[src/rtl/cpu_pkg.sv]
// cpu_pkg: ALU control codes shared across the execute stage
package cpu_pkg;

    localparam logic [2:0] ALU_AND = 3'b000;
    localparam logic [2:0] ALU_OR  = 3'b001;
    localparam logic [2:0] ALU_ADD = 3'b010;
    localparam logic [2:0] ALU_SUB = 3'b011;
    localparam logic [2:0] ALU_MUL = 3'b110;

    function automatic logic is_mul(input logic [2:0] alu_ctrl);
        return alu_ctrl == ALU_MUL;
    endfunction

endpackage

[src/rtl/mul_sequencer.sv]
// mul_sequencer: fixed-latency radix-2 shift-add multiplier that stalls EX until the product is ready
module mul_sequencer
    import cpu_pkg::*;
#(
    parameter int WIDTH = 32,
    parameter int CNT_W = $clog2(WIDTH)
) (
    input  logic             clk_i,
    input  logic             rst_i,
    input  logic             start_i,
    input  logic             flush_i,
    input  logic [WIDTH-1:0] src1_i,
    input  logic [WIDTH-1:0] src2_i,
    output logic             stall_o,
    output logic             valid_o,
    output logic [WIDTH-1:0] result_o,
    output logic             busy_o
);

    typedef enum logic [1:0] {
        S_IDLE = 2'd0,
        S_BUSY = 2'd1,
        S_DONE = 2'd2
    } state_e;

    localparam logic [CNT_W-1:0] CNT_MAX = CNT_W'(WIDTH - 1);

    state_e             state_q;
    logic [CNT_W-1:0]   cnt_q;
    logic [WIDTH-1:0]   acc_q, mcand_q, mplier_q, result_q;
    logic               valid_q;
    logic [WIDTH-1:0]   acc_d;

    assign acc_d    = mplier_q[0] ? acc_q + mcand_q : acc_q;
    assign stall_o  = (state_q == S_IDLE && start_i && !flush_i) || state_q == S_BUSY;
    assign busy_o   = state_q != S_IDLE;
    assign valid_o  = valid_q;
    assign result_o = result_q;

    always_ff @(posedge clk_i or negedge rst_i) begin
        if (!rst_i) begin
            state_q  <= S_IDLE;
            cnt_q    <= '0;
            acc_q    <= '0;
            mcand_q  <= '0;
            mplier_q <= '0;
            result_q <= '0;
            valid_q  <= 1'b0;
        end else begin
            valid_q <= 1'b0;
            case (state_q)
                S_IDLE: begin
                    if (start_i && !flush_i) begin
                        acc_q    <= '0;
                        mcand_q  <= src1_i;
                        mplier_q <= src2_i;
                        cnt_q    <= CNT_MAX;
                        state_q  <= S_BUSY;
                    end
                end
                S_BUSY: begin
                    if (flush_i) begin
                        state_q <= S_IDLE;
                    end else begin
                        acc_q    <= acc_d;
                        mcand_q  <= mcand_q << 1;
                        mplier_q <= mplier_q >> 1;
                        cnt_q    <= cnt_q - CNT_W'(1);
                        // last iteration: capture the final sum straight into the output register
                        if (cnt_q == '0) begin
                            result_q <= acc_d;
                            valid_q  <= 1'b1;
                            state_q  <= S_DONE;
                        end
                    end
                end
                S_DONE:  state_q <= S_IDLE;
                default: state_q <= S_IDLE;
            endcase
        end
    end

endmodule

[config.mk]
export PLATFORM = sky130hd
export DESIGN_NAME = mul_sequencer
export DESIGN_NICKNAME = d
export VERILOG_FILES = /design/src/rtl/cpu_pkg.sv /design/src/rtl/mul_sequencer.sv
export SDC_FILE = /design/constraint.sdc
export NUM_CORES = 1
export LEC_CHECK = 0
export BUFFER_PORTS_ARGS = -buffer_cell sky130_fd_sc_hd__buf_2
export CORE_MARGIN = 2
export CORE_UTILIZATION = 35
export CTS_BUF_LIST = sky130_fd_sc_hd__clkbuf_4
export DETAILED_ROUTE_END_ITERATION = 7
export GPL_TIMING_DRIVEN = 0
export PLACE_DENSITY = 0.65
export SLEW_MARGIN = 20
export SYNTH_ARGS = -nofsm -noshare
export SYNTH_HDL_FRONTEND = slang
export SYNTH_SLANG_ARGS = --single-unit
[constraint.sdc]
create_clock -name clk_i -period 2.5 [get_ports clk_i]
set_input_delay 0.5 -clock clk_i [delete_from_list [all_inputs] [get_ports clk_i]]
set_output_delay 0.5 -clock clk_i [all_outputs]
set_load 0.02 [all_outputs]
=== Word-level counts from Yosys, hierarchy flattened ===
Cells that the tools add are included.

* Bits of input ports: 68
* Register bits after elaboration: 136
* Word-level logic and storage cells: 46

* Add/subtract/negate cells: 2
* Reductions and logical operators: 12
* Mux-type cells: 20
* Eq/ne operators: 4
* Bitwise logic cells: 1

{| class="wikitable"
|+ Operator list
! kind !! count
|-
| $mux W32 || 7
|-
| $pmux W32 S2 || 3
|-
| $add A32 B32 Y32 || 1
|-
| $mux W5 || 2
|-
| $pmux W5 S2 || 1
|-
| $mux W2 || 3
|-
| $reduce_and A3 Y1 || 2
|-
| $logic_not A5 Y1 || 1
|-
| $sub A5 B1 Y5 const B || 1
|-
| $pmux W2 S2 || 1
|-
| $reduce_bool A2 Y1 || 2
|-
| $logic_and A1 B1 Y1 || 3
|-
| $mux W1 || 3
|-
| $ne A3 B2 Y1 const B || 1
|-
| $eq A2 B1 Y1 const B || 1
|-
| $logic_not A2 Y1 || 1
|-
| $ne A2 B1 Y1 const B || 1
|-
| $ne A2 B2 Y1 const B || 1
|-
| $reduce_and A2 Y1 || 1
|-
| $logic_not A1 Y1 || 1
|-
| $logic_or A1 B1 Y1 || 1
|-
| $not A1 Y1 || 1
|}

=== Longest topological paths before layout ===
* Word-level depth: 4
* Gate-level depth with buffers: 11

=== Least setup slack after synthesis ===
OpenSTA, ideal clock, no wires.

* Path type: reg2reg
* Start point: reg acc_q[0]
* End point: reg result_q[24], in the netlist result_o[24]
* Path slack: -0.265 ns
* Stages on the path, launching flop included: 11
* Buffers on the path: 0
* Clock period less this slack: 2.765 ns
* Arrival time: 2.665 ns
* Setup time: 0.099 ns
* Path through: dfrtp_1 ha_1 fa_1 a21o_1 a221oi_2 a211oi_1 o31a_1 a21oi_1 o21ai_0 xnor2_1 a311oi_1

* Word-level cells in the longest chain between the ends: 2

{| class="wikitable"
|+ RTL lines
! item !! RTL line !! text
|-
| start: declaration || mul_sequencer.sv:30 || <nowiki>logic [WIDTH-1:0] acc_q, mcand_q, mplier_q, result_q;</nowiki>
|-
| start signal: assignment || mul_sequencer.sv:44 || <nowiki>acc_q <= '0;</nowiki>
|-
| start signal: assignment || mul_sequencer.sv:54 || <nowiki>acc_q <= '0;</nowiki>
|-
| start signal: assignment || mul_sequencer.sv:65 || <nowiki>acc_q <= acc_d;</nowiki>
|-
| $add A32 B32 Y32 || mul_sequencer.sv:34 || <nowiki>assign acc_d = mplier_q[0] ? acc_q + mcand_q : acc_q;</nowiki>
|-
| $mux W32 || mul_sequencer.sv:34 ||
|-
| end signal: assignment || mul_sequencer.sv:47 || <nowiki>result_q <= '0;</nowiki>
|-
| end signal: assignment || mul_sequencer.sv:71 || <nowiki>result_q <= acc_d;</nowiki>
|-
| end: declaration || mul_sequencer.sv:30 ||
|}

No other way between the ends.
A chain may end at the register's enable or synchronous reset.

=== Final worst setup path ===
* Start point: reg acc_q[0]
* End point: reg result_q[30], in the netlist result_o[30]

The elaborated chain is that of the path after synthesis.

==> metrics <==
status=finished, violations left; failing checks=negative setup slack; normalized max-slew margin=a little under two fifths; CTS clk-pin slew, worst paths=between 100 and 150 ps; via count=approximately 6400; Commonest cells post-synth=nand2_1, dfrtp_1, o21ai_0, a22oi_1, a21oi_1; TritonCTS clock tree=done; Top FF cell, synth=dfrtp_1; clock skew=roughly 29 ps; mapped cell area=between 7000 and 8000 sq um; EDFF count, synth=0; Design Area, Final=between 9000 and 10000 sq um; placed instance area=~8100 sq um; Final HPWL DP=14.1 mm; register area=around 3400 sq um; unrepaired setup endpoints after global routing=true; initial antenna violation count=1; Layout area overhead=26.8%; adder-cell share of the synthesized area=around 6%; global route overflow=0; yosys synthesis warning count=0; critical path arrival=about 3400 ps; Multi-input gate area=around 4000 sq um; H-tree depth=4; CP required=between 3000 and 4000 ps; Inst Count DP=~1200; Setup Crit Path Kind=reg2reg; CP Capture Type=register; Worst-Skew Late Latency=around 570 ps; layout cell share with drive strength beyond 1=approximately a quarter; # clock sinks=about 140; final setup margin=-399 ps; fin nets=1050; Starting Density=35.7%; Worst Tran Pin Value=~940 ps; cell taking the most area after synthesis=dfrtp_1; GRT Overall Usage=about a fifth; FMAX=roughly 340 MHz; Ports=103; Hold Violations, Final=0; Max Slew Vio Count=0; Reg2Reg Depth=13; Worst setup SP type=register; Seq/Total Area, Yosys=between 40 and 50%; WL/cell=roughly 17 microns; fin cells=about 1200; largest net degree at the start of global routing=74; Yosys reg bits=between 100 and 150; Max IR drop VDD=roughly 0.32 mV; final setup fails=35; DRC Markers=0; Mapped Nets=roughly 880; Die H=~150 microns; core area=approximately 20000 sq um; WHS Path Cells=3; CTS buffer count=17; Reg2Reg Capture Point=result_o[30]$_DFFE_PN0P_; Post-Synth XOR/XNOR Area=roughly 4%; Cell Rows=between 50 and 60; simple-gate area share of the yosys netlist=between 15 and 20%; largest cells by area after synthesis=dfrtp_1, nand2_1, ha_1, a22oi_1, mux2i_1; DR iter-0 viols=460; fraction of registers with async set or reset after synthesis=100%; Total Die Area=21800 sq um; Synth top area share=about 47%; critical hold path startpoint=src2_i[9]; mux cell area share after synthesis=under 10%; Tcrit/Tclk final=116%; PortBufs=102; Syn Inst Count=between 700 and 800; via density per instance=around 5.2; fin util=a little under half; die width=between 100 and 150 microns; Min-Delay Endpoint=mplier_q[9]$_DFFE_PN0P_; most common cell in the synthesized netlist=nand2_1; WHS=between 100 and 150 ps; Reg2Reg Launch Point=acc_q[0]$_DFFE_PN0P_; Max-Cap Viols=0; clock tree root buffer cell=clkbuf_4; R2R Setup Slk=-400 ps; complex-gate fraction of the synthesized area=19.2%; Power Dens Cells=834 nW/um^2; global-route wire length before repair=between 30 and 40 mm; gpl congestion=approximately 0.85; Max Buffers Root-to-Sink=2; setup_tns=-6410 ps; post-synthesis cell type count=52; min Tclk post-route=2900 ps; vias in the first global route=between 6000 and 7000; Worst Path Max Fanout=3; WL final=between 20 and 25 mm; # fillers=1926; antenna viol nets, final=0; Leak=about 4.5 nW; first-pass detailed-route iteration total=5; Syn Area/Cell=9.27 sq um; largest family of logic cells by synthesized area=compound AO/OA/AOI/OAI gates; HP Class=in2reg
==> cells by family (layout without fill, tap and decap cells) <==
| kind of cell | Yosys count | in the layout |
|---|---|---|
| flip-flops | 136 | 136 |
| AND/OR/NAND/NOR | 280 | 280 |
| other | 0 | 2 |
| AO/OA/AOI/OAI | 211 | 211 |
| XOR/XNOR | 33 | 33 |
| multiplexers | 34 | 34 |
| adder cells (fa/ha/maj) | 34 | 34 |
| buffers and inverters | 52 | 232 |
==> worst max-delay path, stage by stage, from the launching register on <==
cell and delay [ps]:
dfrtp_1 430, ha_2 210, fa_2 340, a21o_1 210
a221oi_4 350, buf_4 170, a211o_1 160, a21oi_2 80
buf_4 140, nor2_2 110, o21a_1 180, nand3_2 120
mux2_2 290, nand2_1 50
==> registers in the layout (all words and copies together) (netlist names) <==
| name | flops |
|---|---|
| mcand_q | 32 |
| result_o | 32 |
| valid_o | 1 |
| acc_q | 32 |
| state_q | 2 |
| cnt_q | 5 |
| mplier_q | 32 |
==> final cells by class <==
cell class | instances | area share (%)
diodes | 2 | 0.0546
well taps | 270 | 3.69
plain buffers | 42 | 1.86
multi-input cells | 592 | 43.8
inverters | 10 | 0.410
flip-flops and latches | 136 | 37.2
clock inverters | 14 | 1.72
clock buffers | 17 | 1.39
repair buffers | 149 | 9.90
==> metrics by stage <==
stage	setup WS [ps]	power (W)
detailed placement	-477	0.00543
global route	-542	0.00815
floorplan	-104	0.00475
global placement	-1080	0.00536
CTS	-341	0.00738
finish	-399	0.00764
==> worst max-delay path by stage <==
stage / cells past startpoint / startpoint / slack, ps / end
global route: 12 / acc_q[0]$_DFFE_PN0P_ / -540 / result_o[26]$_DFFE_PN0P_
finish: 13 / acc_q[0]$_DFFE_PN0P_ / -400 / result_o[30]$_DFFE_PN0P_
floorplan: 10 / acc_q[1]$_DFFE_PN0P_ / -100 / result_o[31]$_DFFE_PN0P_
detailed placement: 11 / mcand_q[0]$_DFFE_PN0P_ / -480 / result_o[28]$_DFFE_PN0P_
global placement: 1 / rst_i / -1080 / mplier_q[10]$_DFFE_PN0P_
CTS: 12 / mcand_q[0]$_DFFE_PN0P_ / -340 / result_o[26]$_DFFE_PN0P_
==> routing by layer <==
layer	part of all wire (%)	up-vias	GRT usage (%)
met4	2.0	0	5.05
met2	48	191	30.8
met1	45	3085	25.4
met3	5.3	32	4.32
li1	-	3100	-
met5	0	-	0
==> power breakdown <==
group	leakage, nW	switching (W)	internal, W	total, W
combinational	2.61	0.00166	0.00144	0.00310
sequential	1.77	0.000393	0.00262	0.00301
clock	0.140	0.000861	0.000675	0.00154
==> layout by cell type, fill, tap and decap left out, types with 17 or more instances in the layout <==
master,n
a21oi_1,29
a22oi_1,54
buf_2,102
buf_4,42
clkbuf_1,31
clkbuf_4,17
dfrtp_1,133
ha_1,18
mux2i_1,32
nand2_1,197
nand3_1,26
nor2_1,22
o21ai_0,39
o21ai_1,19
==> repair_timing <==
item,in CTS,in global routing
hold endpoints to repair,63,0
pin swaps,24,30
gates resized for setup,54,27
setup buffers,29,18
hold buffers,1,0
endpoints found under the setup margin,38,51
Note: power is estimated with default switching activity, not from simulation.
